[config.mk]
export PLATFORM = sky130hd
export DESIGN_NAME = mul_div_sequencer
export DESIGN_NICKNAME = d
export VERILOG_FILES = /design/src/rtl/mul_div_sequencer.sv
export SDC_FILE = /design/constraint.sdc
export NUM_CORES = 1
export LEC_CHECK = 0
export CORE_MARGIN = 2
export CORE_UTILIZATION = 45
export CTS_BUF_LIST = sky130_fd_sc_hd__clkbuf_2
export CTS_CLUSTER_DIAMETER = 120
export DETAILED_ROUTE_END_ITERATION = 10
export DONT_BUFFER_PORTS = 1
export GPL_TIMING_DRIVEN = 1
export SLEW_MARGIN = 20
export SYNTH_ARGS = -nofsm -noshare
export SYNTH_HDL_FRONTEND = slang
export SYNTH_SLANG_ARGS = --single-unit
[constraint.sdc]
create_clock -name clk -period 2 [get_ports clk]
set_input_delay 0.6 -clock clk [delete_from_list [all_inputs] [get_ports clk]]
set_output_delay 0.6 -clock clk [all_outputs]
set_load 0.05 [all_outputs]
[src/rtl/mul_div_sequencer.sv]
// Purpose: 5-bit unsigned shift-add multiplier / restoring divider driving an external add/sub unit.
// Latency: start sampled at edge k, iterations at edges k+1..k+5, done pulses in the cycle after k+5.
// Backpressure: none; start is accepted only in IDLE, and start in RUN/DONE is dropped (not queued).
//
// Ports:
//   clk, rstN          - rising-edge clock, asynchronous active-low reset
//   start, op          - request strobe and operation (0 = multiply, 1 = divide)
//   opA, opB           - multiplicand/dividend and multiplier/divisor
//   busy, done         - busy in RUN and DONE; done is a one-cycle pulse in DONE
//   result             - mul: product; div: {remainder, quotient}; held until the next DONE
//   divByZero          - divide accepted with opB == 0; held alongside result
//   adderA/B/M         - operands and mode (1 = subtract) for the external adder
//   adderS, adderCout  - combinational sum and carry-out returned by the adder
module mul_div_sequencer #(
    parameter int WIDTH = 5
) (
    input  logic               clk,
    input  logic               rstN,
    input  logic               start,
    input  logic               op,
    input  logic [WIDTH-1:0]   opA,
    input  logic [WIDTH-1:0]   opB,
    output logic               busy,
    output logic               done,
    output logic [2*WIDTH-1:0] result,
    output logic               divByZero,
    output logic [WIDTH-1:0]   adderA,
    output logic [WIDTH-1:0]   adderB,
    output logic               adderM,
    input  logic [WIDTH-1:0]   adderS,
    input  logic               adderCout
);

    typedef enum logic [1:0] {
        IDLE = 2'd0,
        RUN  = 2'd1,
        DONE = 2'd2
    } state_t;

    state_t           state;
    state_t           state_nxt;

    logic [WIDTH-1:0] hi;
    logic [WIDTH-1:0] q;
    logic [WIDTH-1:0] d;
    logic [2:0]       cnt;
    logic             opR;

    logic [WIDTH-1:0] r_shift;
    logic [WIDTH-1:0] hi_nxt;
    logic [WIDTH-1:0] q_nxt;
    logic             last_iter;

    assign last_iter = (cnt == 3'(WIDTH - 1));

    // Divide works on the partial remainder shifted left by one with the next
    // dividend bit brought in; hi[WIDTH-1] is the bit that falls off the top.
    assign r_shift = {hi[WIDTH-2:0], q[WIDTH-1]};

    // State register
    always_ff @(posedge clk or negedge rstN) begin
        if (!rstN) begin
            state <= IDLE;
        end else begin
            state <= state_nxt;
        end
    end

    // Next-state logic
    always_comb begin
        state_nxt = state;
        case (state)
            IDLE:    if (start) state_nxt = RUN;
            RUN:     if (last_iter) state_nxt = DONE;
            DONE:    state_nxt = IDLE;
            default: state_nxt = IDLE;
        endcase
    end

    // Output logic: adder is only driven with live operands while iterating
    always_comb begin
        busy   = 1'b0;
        done   = 1'b0;
        adderA = '0;
        adderB = '0;
        adderM = 1'b0;
        case (state)
            RUN: begin
                busy   = 1'b1;
                adderA = opR ? r_shift : hi;
                adderB = d;
                adderM = opR;
            end
            DONE: begin
                busy = 1'b1;
                done = 1'b1;
            end
            default: ;
        endcase
    end

    // One iteration of the selected algorithm, using the adder's settled result
    always_comb begin
        hi_nxt = hi;
        q_nxt  = q;
        if (!opR) begin
            // Multiply: add d when the current multiplier LSB is set, then
            // shift the {carry, hi, q} chain right by one.
            if (q[0]) begin
                hi_nxt = {adderCout, adderS[WIDTH-1:1]};
                q_nxt  = {adderS[0], q[WIDTH-1:1]};
            end else begin
                hi_nxt = {1'b0, hi[WIDTH-1:1]};
                q_nxt  = {hi[0], q[WIDTH-1:1]};
            end
        end else begin
            // Divide: keep the difference when r' >= d. A set top bit means
            // r' >= 2^WIDTH > d, so the 5-bit difference is still exact.
            if (adderCout || hi[WIDTH-1]) begin
                hi_nxt = adderS;
                q_nxt  = {q[WIDTH-2:0], 1'b1};
            end else begin
                hi_nxt = r_shift;
                q_nxt  = {q[WIDTH-2:0], 1'b0};
            end
        end
    end

    // Datapath registers
    always_ff @(posedge clk or negedge rstN) begin
        if (!rstN) begin
            hi        <= '0;
            q         <= '0;
            d         <= '0;
            cnt       <= '0;
            opR       <= 1'b0;
            result    <= '0;
            divByZero <= 1'b0;
        end else begin
            case (state)
                IDLE: begin
                    if (start) begin
                        hi        <= '0;
                        q         <= opA;
                        d         <= opB;
                        cnt       <= '0;
                        opR       <= op;
                        divByZero <= op && (opB == '0);
                    end
                end
                RUN: begin
                    hi  <= hi_nxt;
                    q   <= q_nxt;
                    cnt <= cnt + 3'd1;
                    // Capture the final iteration directly so result is valid with done
                    if (last_iter) begin
                        result <= {hi_nxt, q_nxt};
                    end
                end
                default: ;
            endcase
        end
    end

endmodule

After elaboration in Yosys (flattened, before gate mapping)
Index checks and enable logic that the tools add are counted.
{"block": "totals", "register_bits": 32, "output_inout_bits": 24, "elab_cells": 45}
{"block": "op_classes", "n_addsub": 1, "n_eq_ne": 5, "mux": 21, "n_reduce_logical": 10}
{"operator": "$mux 5", "count": 10}
{"operator": "$pmux 5 s2", "count": 2}
{"operator": "$reduce_and 2->1", "count": 4}
{"operator": "$pmux 3 s2", "count": 1}
{"operator": "$logic_not 5->1", "count": 1}
{"operator": "$mux 1", "count": 4}
{"operator": "$mux 2", "count": 2}
{"operator": "$ne 2x2->1 const B", "count": 2}
{"operator": "$pmux 2 s2", "count": 1}
{"operator": "$add 3x1->3 const B", "count": 1}
{"operator": "$eq 3x3->1 const B", "count": 1}
{"operator": "$mux 3", "count": 1}
{"operator": "$eq 2x1->1 const B", "count": 1}
{"operator": "$eq 2x2->1 const B", "count": 1}
{"operator": "$logic_not 2->1", "count": 1}
{"operator": "$reduce_bool 2->1", "count": 1}
{"operator": "$reduce_or 2->1", "count": 1}
{"operator": "$logic_and 1x1->1", "count": 1}
{"operator": "$logic_or 1x1->1", "count": 1}

Depth between registers and ports, before layout
Gate-level depths: netlist of the first run.
{"block": "logic_depth", "ltp_word": 4, "mapped_depth": 7}

Worst setup path after synthesis of the first run
OpenSTA, ideal clock, no wires.
{"block": "synth_timing", "kind": "flip-flop to output port", "start": "register state[1]", "end": "output port adderA[0]", "t_arrival_ps": 1609, "t_required_ps": 1400, "setup_slack_ps": -209, "path_stages_with_launch": 6, "path_buffers": 1, "cell_sequence": "dfrtp_1 > inv_1 > ha_1 > inv_1 > clkbuf_1 > nor2_1"}
{"block": "synth_via", "elab_chain_len": 2}
{"item": "from (decl)", "line_no": "40", "text": "state_t state;"}
{"item": "from (signal assigned)", "line_no": "65", "text": "state <= state_nxt;"}
{"item": "$eq 2x1->1", "line_no": "87", "text": "case (state)"}
{"item": "$mux 5", "line_no": "87"}
{"item": "to (decl)", "line_no": "27", "text": "output logic [WIDTH-1:0] adderA,"}
No other way between the ends.

Worst setup path in the final report of the first run
{"block": "layout_timing", "start": "register state[1]", "end": "output port adderB[1]"}
{"block": "layout_via", "elab_chain_len": 2}
{"item": "$eq 2x1->1", "line_no": "87"}
{"item": "$mux 5", "line_no": "87"}
{"item": "to (decl)", "line_no": "28", "text": "output logic [WIDTH-1:0] adderB,"}
No other way between the ends.

==> impl_metrics.env, run 1 <==
export IMPL_num_antenna_cells=0
export IMPL_r2r_start="state[1]"
export IMPL_wl_per_cell_um=17.50
export IMPL_tns_ps=-174.8
export IMPL_drv_cap=0
export IMPL_cts_buffers=5
export IMPL_hp_class="primary input to register"
export IMPL_start_util_pct=47.85
export IMPL_ant_nets=0
export IMPL_grt_pass1_vias=1428
export IMPL_reg2reg_setup_slack_ps=200
export IMPL_gr_usage_all_layers_pct=21.56
export IMPL_io_pins=44
export IMPL_rsz0062_at_grt="true"
export IMPL_period_needed_ps=2040
export IMPL_cts_clk_slew_worst_paths_ps=150
export IMPL_syn_nets=199
export IMPL_finalWorstSetupSlack_ps=-39.91
export IMPL_async_reset_ff_share_pct=100.0
export IMPL_worstMarginPinSlew_ps=497.8
export IMPL_synth_cells=174
export IMPL_drt_iter0_markers=35
export IMPL_core_um2=3716
export IMPL_vias=1399
export IMPL_start_kind="register"
export IMPL_overflow=0
export IMPL_cts_sinks=32
export IMPL_num_rows=22
export IMPL_min_from="opB[2]"
export IMPL_reg2reg_depth=7
export IMPL_end_kind="output port"
export IMPL_root_buffer="clkbuf_2"
export IMPL_viasPerCell=5.734
export IMPL_portBuffers=0
export IMPL_synth_top_area_cell="dfrtp_1"
export IMPL_required_ps=1400
export IMPL_dp_hpwl_um=2947
export IMPL_fmax_mhz=490.2
export IMPL_fin_crit_sh_pct=102.0
export IMPL_area_delta_synth_final_pct=25.76
export IMPL_synth_area_um2=1778
export IMPL_wl_met2_um=2098
export IMPL_route_top_layer_used="met4"
export IMPL_antenna_found_initial=0
export IMPL_die_h_um=66.86
export IMPL_ys_seq_area_share_pct=45.04
export IMPL_clkLatencyLatePin_ps=380
export IMPL_reg2reg_to="q[2]"
export IMPL_max_slew_margin_pct=66.81
export IMPL_synth_seq_cells=32
export IMPL_synth_edff_count=0
export IMPL_drt_met1_wl_um=1795
export IMPL_syn_avg_cell_area_um2=10.22
export IMPL_fin_util_pct=60.17
export IMPL_wl_met3_um=329
export IMPL_setup_viol=9
export IMPL_wl_um=4269
export IMPL_drive_gt1_share_pct=29.08
export IMPL_drt_drc_violations_left=0
export IMPL_synth_top_area_share_pct=45.04
export IMPL_cts_tree="done"
export IMPL_holdPathStages=1
export IMPL_yosysWarnings=0
export IMPL_grt_max_degree=33
export IMPL_timing_hold_ws_ps=350.0
export IMPL_gp_congestion=0.7204
export IMPL_cp_arrival_ps=1440
export IMPL_violations="negative setup slack"
export IMPL_grt_pass1_wl_um=6989
export IMPL_synth_flop_cell="dfrtp_1"
export IMPL_status="complete, but fails checks"
export IMPL_drtPass1Iterations=4
export IMPL_slew_viol_final=0
export IMPL_fin_nets=220
export IMPL_yosys_cell_types_count=39
export IMPL_path_max_fanout=6
export IMPL_crit_type="register to output port"
export IMPL_cts_buffer_depth=2
export IMPL_finalHoldViolations=0
export IMPL_holdPathEnd="d[2]"
export IMPL_final_setup_skew_ps=16.66
export IMPL_die_width_um=66.86
export IMPL_yosys_top_cells_area="dfrtp_1 (45%), mux2i_1 (5.6%), mux2_1 (4.4%)"
export IMPL_dieArea_um2=4470
export IMPL_h_tree_depth=2
-- through the flow --
step,worst slack (ps),cells,instance area (µm²)
after global placement,153.6,225,1967
after CTS,-63.42,241,2175
after global routing,-118.3,244,2236
after detailed placement,77.52,225,1967
after floorplan,-209.4,174,1778
final,-39.91,244,2236
-- layout make-up --
type                       count  area (µm²)
timing repair buffer          26       352.8
fill                         320        1480
clock buffer                   5       25.02
sequential                    32       803.3
multi-input combinational    120       940.9
tap                           48       60.06
clock inverter                 3       13.76
inverter                      10       40.04
-- sequential cells by signal, summed over array words and instances (netlist names) --
register	flops
cnt	3
d	5
divByZero	1
hi	5
opR	1
q	5
result	10
state	2
-- synthesized netlist by cell type, types with 3 or more instances --
cell type and number:
o22ai_1 3, mux2i_1 10, inv_1 10, nand3b_1 3
nor2b_1 6, o32ai_1 3, o31ai_1 4, buf_2 6
o21ai_0 3, nand2_1 16, mux2_1 7, o21ai_1 12
a211oi_1 4, nor2_1 9, ha_1 5, a221oi_2 3
o311a_1 4, and2_1 6, dfrtp_1 32, a21oi_1 5
clkbuf_1 3
-- layout by cell type, fill, tap and decap left out, types with 2 or more instances in the layout --
cell | Yosys | layout
nor2b_1 | 6 | 6
a31oi_1 | 2 | 2
o21ai_0 | 3 | 3
dfrtp_1 | 32 | 30
nand3b_1 | 3 | 3
buf_12 | 0 | 8
clkinv_2 | 0 | 2
nor2_1 | 9 | 4
a211oi_1 | 4 | 4
inv_1 | 10 | 8
o21ai_1 | 12 | 12
clkbuf_2 | 0 | 5
nor2_2 | 0 | 3
buf_4 | 1 | 9
o32ai_1 | 3 | 3
o31ai_1 | 4 | 4
buf_6 | 2 | 6
a221oi_2 | 3 | 3
nand2_1 | 16 | 16
ha_4 | 0 | 2
a21oi_1 | 5 | 5
ha_1 | 5 | 2
and2_1 | 6 | 3
dfrtp_2 | 0 | 2
mux2_1 | 7 | 7
mux2i_1 | 10 | 8
o311a_1 | 4 | 4
and2_4 | 1 | 3
nor2_4 | 0 | 2
o22ai_1 | 3 | 3
-- logic make-up after synthesis --
family                     after synthesis  synth area share [%]
AOI/OAI and AO/OA                       49                 20.55
and+or+nand+nor                         48                 14.08
DFF                                     32                 45.04
buffers and inverters                   22                 6.123
muxes                                   18                 10.70
adders and majority gates                5                 3.519
-- layer usage --
layer  track usage [%]  vias to the layer above
li1                  -                      671
met1             25.35                      683
met2             36.38                       38
met3             7.939                        7
met4             6.888                        0
met5                 0                        -
-- critical path, stage by stage (launching register included) --
cell and delay [ps]:
dfrtp_1 420, inv_2 80, ha_4 180, buf_6 110, and2_4 140, buf_12 130
-- worst max-delay path by stage --
stage | from | to | slack [ps] | depth (start not counted)
finish | state[1] | adderB[1] | -40 | 5
global route | state[1] | adderB[1] | -120 | 5
CTS | state[1] | adderB[1] | -60 | 5
detailed placement | state[1] | adderA[4] | 80 | 5
global placement | state[1] | adderA[4] | 150 | 5
floorplan | state[1] | adderA[0] | -210 | 5
-- repair_timing --
item / in CTS / in global routing
resized for setup: 26 / 7
setup endpoints to repair: 12 / 12
setup buffers: 6 / 2
pin swaps: 1 / 1
hold endpoints to repair: 32 / 7
hold buffers: 1 / 1
cloned: 1 / 0
Power of run 1 is not shown: default switching activity piles up to over one toggle a cycle in this logic, so the estimate is an artifact.
==> run 2: changes to the inputs <==
--- a/config.mk
+++ b/config.mk
@@ -11,6 +11,7 @@
 export CTS_CLUSTER_DIAMETER = 120
 export DETAILED_ROUTE_END_ITERATION = 10
 export DONT_BUFFER_PORTS = 1
+export GPL_ROUTABILITY_DRIVEN = 0
 export GPL_TIMING_DRIVEN = 1
 export SLEW_MARGIN = 20
 export SYNTH_ARGS = -nofsm -noshare
==> results of run 2 <==
Same layout as run 1: the final DEF is identical, and so are final timing and power.
Power of run 2 is left out for the same reason.
